--- src/rtl/cache_control.sv ---
// Cache controller for a 2-way, 8-set, 256-bit-line cache.
// Walks CPU requests through tag check, dirty writeback and line fill,
// steering the datapath muxes and array loads from the current state.
module cache_control (
  input  logic       clk,
  input  logic       rst_n,
  input  logic       mem_read,
  input  logic       mem_write,
  output logic       mem_resp,
  output logic       pmem_read,
  output logic       pmem_write,
  input  logic       pmem_resp,
  input  logic [1:0] hit,
  input  logic [1:0] dirty_out,
  input  logic       lru_out,
  output logic       array_read,
  output logic [1:0] load_tag,
  output logic [1:0] load_valid,
  output logic [1:0] load_dirty,
  output logic       load_lru,
  output logic       lru_in,
  output logic       line_in_mux_sel,
  output logic [1:0] line_out_mux_sel,
  output logic       dirty_in_mux_sel,
  output logic       pmem_wdata_mux_sel,
  output logic [2:0] write_en_mux_sel,
  output logic       pmem_addr_sel
);

  typedef enum logic [1:0] {
    IDLE      = 2'd0,
    CHECK     = 2'd1,
    WRITEBACK = 2'd2,
    FILL      = 2'd3
  } state_t;

  state_t     state_reg, state_next;
  logic       victim_reg, victim_next;
  logic       req;
  logic       hit_way;
  logic [1:0] hit_mask;
  logic [1:0] victim_mask;

  assign req         = mem_read | mem_write;
  // way0 wins when both ways report a hit
  assign hit_way     = ~hit[0];
  assign hit_mask    = hit_way ? 2'b10 : 2'b01;
  assign victim_mask = victim_reg ? 2'b10 : 2'b01;

  // State and victim-way registers; reset drops straight back to IDLE
  always_ff @(posedge clk or negedge rst_n) begin
    if (!rst_n) begin
      state_reg  <= IDLE;
      victim_reg <= 1'b0;
    end else begin
      state_reg  <= state_next;
      victim_reg <= victim_next;
    end
  end

  // Next-state and output decode from current state and datapath inputs
  always_comb begin
    state_next         = state_reg;
    victim_next        = victim_reg;
    mem_resp           = 1'b0;
    pmem_read          = 1'b0;
    pmem_write         = 1'b0;
    array_read         = 1'b1;
    load_tag           = 2'b00;
    load_valid         = 2'b00;
    load_dirty         = 2'b00;
    load_lru           = 1'b0;
    lru_in             = 1'b0;
    line_in_mux_sel    = 1'b0;
    line_out_mux_sel   = 2'b00;
    dirty_in_mux_sel   = 1'b0;
    pmem_wdata_mux_sel = 1'b0;
    write_en_mux_sel   = 3'd0;
    pmem_addr_sel      = 1'b0;

    case (state_reg)
      IDLE: begin
        if (req) state_next = CHECK;
      end

      CHECK: begin
        if (!req) begin
          state_next = IDLE;
        end else if (|hit) begin
          mem_resp   = 1'b1;
          load_lru   = 1'b1;
          lru_in     = ~hit_way;
          state_next = IDLE;
          // a simultaneous read+write is treated as a write
          if (mem_write) begin
            write_en_mux_sel = hit_way ? 3'd6 : 3'd5;
            line_in_mux_sel  = 1'b0;
            load_dirty       = hit_mask;
            dirty_in_mux_sel = 1'b1;
          end else begin
            line_out_mux_sel = hit_mask;
          end
        end else begin
          victim_next = lru_out;
          state_next  = dirty_out[lru_out] ? WRITEBACK : FILL;
        end
      end

      WRITEBACK: begin
        pmem_write         = 1'b1;
        pmem_wdata_mux_sel = victim_reg;
        pmem_addr_sel      = 1'b1;
        if (pmem_resp) begin
          load_dirty       = victim_mask;
          dirty_in_mux_sel = 1'b0;
          state_next       = FILL;
        end
      end

      FILL: begin
        pmem_read = 1'b1;
        if (pmem_resp) begin
          write_en_mux_sel = victim_reg ? 3'd2 : 3'd1;
          line_in_mux_sel  = 1'b1;
          load_tag         = victim_mask;
          load_valid       = victim_mask;
          load_dirty       = victim_mask;
          dirty_in_mux_sel = 1'b0;
          state_next       = CHECK;
        end
      end

      default: state_next = IDLE;
    endcase
  end

endmodule

--- config.mk ---
export PLATFORM = sky130hd
export DESIGN_NAME = cache_control
export DESIGN_NICKNAME = d
export VERILOG_FILES = /design/src/rtl/cache_control.sv
export SDC_FILE = /design/constraint.sdc
export NUM_CORES = 1
export LEC_CHECK = 0
export CAP_MARGIN = 15
export CORE_AREA = 2 2 39 41
export CTS_CLUSTER_SIZE = 12
export DETAILED_ROUTE_END_ITERATION = 6
export DIE_AREA = 0 0 41 43
export PLACE_DENSITY = 0.74
export SLEW_MARGIN = 20
export SYNTH_ARGS = -nofsm -noshare
export SYNTH_HDL_FRONTEND = slang
export SYNTH_SLANG_ARGS = --single-unit
--- constraint.sdc ---
create_clock -name clk -period 2.05 [get_ports clk]
set_clock_uncertainty 0.1 [all_clocks]
set_input_delay 0.3075 -clock clk [delete_from_list [all_inputs] [get_ports clk]]
set_output_delay 0.3075 -clock clk [all_outputs]
set_load 0.01 [all_outputs]
==> metrics.md <==
| Metric | Value |
|---|---|
| CP endpoint kind | output port |
| # rows | 14 |
| DP HPWL | 904 µm |
| Post-synth EDFFs | 0 |
| Setup Fix Bufs, Post-CTS | 0 |
| Data required time of the worst path | 1.64 ns |
| Max IR drop VDD | 0.634 mV |
| Placer Congestion | 0.693 |
| DRT Wirelength | 1.18 mm |
| Max stage delay cell, worst path | clkdlybuf4s50_1 |
| # hold bufs at CTS | 0 |
| Critical path origin | pmem_resp |
| Util after Layout | 54.4% |
| Worst path max stage delay | 0.55 ns |
| Highest Clock Rate | 495 MHz |
| Area grow syn2layout | 83.5% |
| Critical-path cell list | clkdlybuf4s50_1, nand2_1, nor2_1, clkdlybuf4s50_1 |
| Commonest cells after routing, fill and taps aside | clkdlybuf4s50_1 (14), dlygate4sd2_1 (14), inv_1 (6), nor2_1 (6), buf_4 (6) |
| Drt drc | 0 |
| IO Pins | 31 |
| Clk sink count | 3 |
| Clock slew at reported path FFs | 0.04 ns |
| Largest net degree at the start of global routing | 8 |
| Finish-stage setup viols | 0 |
| Critical path class | in2out |
| CTS tree | yes |
| Die H | 43 µm |
| RSZ-0062 raised after global routing | true |
| Filler cells | 141 |
| Final std cells w/o fill | 103 |
| Port Buf Inserts | 29 |
| Share of cells above drive strength 1 | 17.2% |
| Synth Cell Area | 410 µm² |
| Starting Density | 29.7% |
| GRT Total Usage | 16.2% |
| Worst-path fanout max | 4 |
| Final hold slack | 0.140 ns |
| Status | finished, final reports clean |
| Deepest clock path buffer count | 2 |
| First-pass GRT wire length | 1.91 mm |
| Area of the multi-input gates | 295 µm² |
| Critical path startpoint category | input port |
| Finished Cell Area | 753 µm² |
| Antenna violations before repair | 0 |
| Vias/cell | 4.83 |
| FF/Latch Area | 76.3 µm² |
| Worst reg2reg startpoint | state_reg[1]$_DFFE_PN0P_ |
| Crit path top cell by count | clkdlybuf4s50_1 |
| Post-route ant nets | 0 |
| Inserted Diodes | 0 |
| Router iterations before antenna repair | 2 |
| Asr flop ratio synth | 100% |
| PostCTS Resize Cnt | 21 |
| Hold Path Class | in2async |
| Synthesized area per cell | 7.60 µm² |
| DR vias | 497 |
| Htree depth | 1 |
| Post-synth top flop | dfrtp_1 |
| Minimum clock period | 2.02 ns |
| Slew Limit Fails | 0 |
| Die Width | 41 µm |
| DP Cell Count | 99 |
| Post-synth cell types | 23 |
| Share of the yosys chip area belonging to registers | 18.3% |
| Final Hold Viols | 0 |
| Iter 0 DRT Violations | 5 |
| Leakage Power | 0.393 nW |
| Remaining Overflow, GRT | 0 |
| Pwr dens | 946 nW/µm² |
| Reg2Reg Depth | 6 |
| WL/cell | 11.5 µm |
| Vias in the first global route | 449 |
| Yosys warns | 0 |
| Post-Synthesis Cells | 54 |
| Total CTS buffers | 3 |
| Worst EP arrival | 1.61 ns |
| Syn nets | 69 |
| Total Nets Final | 103 |
| DIE AREA | 1760 µm² |
| Root Buffer | clkbuf_4 |
| Core area | 1380 µm² |
| Cell Area, Placed | 721 µm² |
| Max_cap viols | 0 |
| Period utilisation layout | 98.5% |
| Max reg flops | 2 |
| Post-synthesis register bit count | 3 |
| Clk_lat worst skew | 0.25 ns |
-- cell usage after synthesis, types with 2 or more instances --
master / instances / share of area [%]
a21oi_1: 2 / 2.4
and2_1: 2 / 3.0
buf_4: 6 / 11
dfrtp_1: 3 / 18
ha_1: 5 / 15
inv_1: 6 / 5.5
mux2i_1: 2 / 4.9
nand2_1: 4 / 3.7
nand3_1: 2 / 2.4
nor2_1: 6 / 5.5
o211ai_1: 2 / 3.7
o21a_1: 2 / 3.7
o21ai_0: 2 / 2.4
-- worst paths after layout --
kind,slack [ns],to
worst max register to register,0.35,state_reg[0]$_DFFE_PN0P_
worst max-delay path,0.03,load_tag[0]
max in group asynchronous,1.54,state_reg[0]$_DFFE_PN0P_
worst min register to register,0.55,victim_reg$_DFFE_PN0P_
worst min-delay path,0.14,state_reg[1]$_DFFE_PN0P_
min in group clk,0.55,victim_reg$_DFFE_PN0P_
-- worst max-delay path: cells and delay by family --
family	cells	cell delay, ns
buffers and inverters	2	1.08
AND/OR/NAND/NOR	2	0.22
-- cell families after synthesis --
logic type | synth area share, %
and+or+nand+nor | 23.5
buffers and inverters | 16.5
AOI/OAI and AO/OA | 18.0
adders and majority gates | 15.2
muxes | 7.62
DFF | 18.3
other | 0.914
-- routing by layer --
metal / vias to the layer above / wire, µm / track usage (%)
li1: 242 / - / -
met1: 230 / 426 / 16.5
met2: 22 / 631 / 26.6
met3: 3 / 102 / 5.24
met4: 0 / 24 / 10.0
met5: - / 0 / 0
-- layout make-up --
type | instances | area share, %
Inverter | 6 | 2.99
Timing Repair Buffer | 35 | 41.5
Multi-Input combinational cell | 39 | 39.2
Clock buffer | 4 | 3.49
Sequential cell | 3 | 10.1
Tap cell | 16 | 2.66
-- power by group --
group,internal [mW],total [mW],switching [mW]
registers,0.0883,0.133,0.0448
logic,0.245,0.467,0.223
clock network,0.0734,0.112,0.0382
total,0.407,0.712,0.306
-- metrics by stage --
step	TNS, ns	power (mW)	worst slack, ns
6_report	0	0.712	0.0300
3_3_place_gp	-0.446	0.584	-0.0951
3_5_place_dp	-0.705	0.601	-0.130
5_1_grt	-0.0867	0.777	-0.0454
2_1_floorplan	0	0.376	0.358
4_1_cts	0	0.721	0.0184
Note: power is estimated with default switching activity, not from simulation.
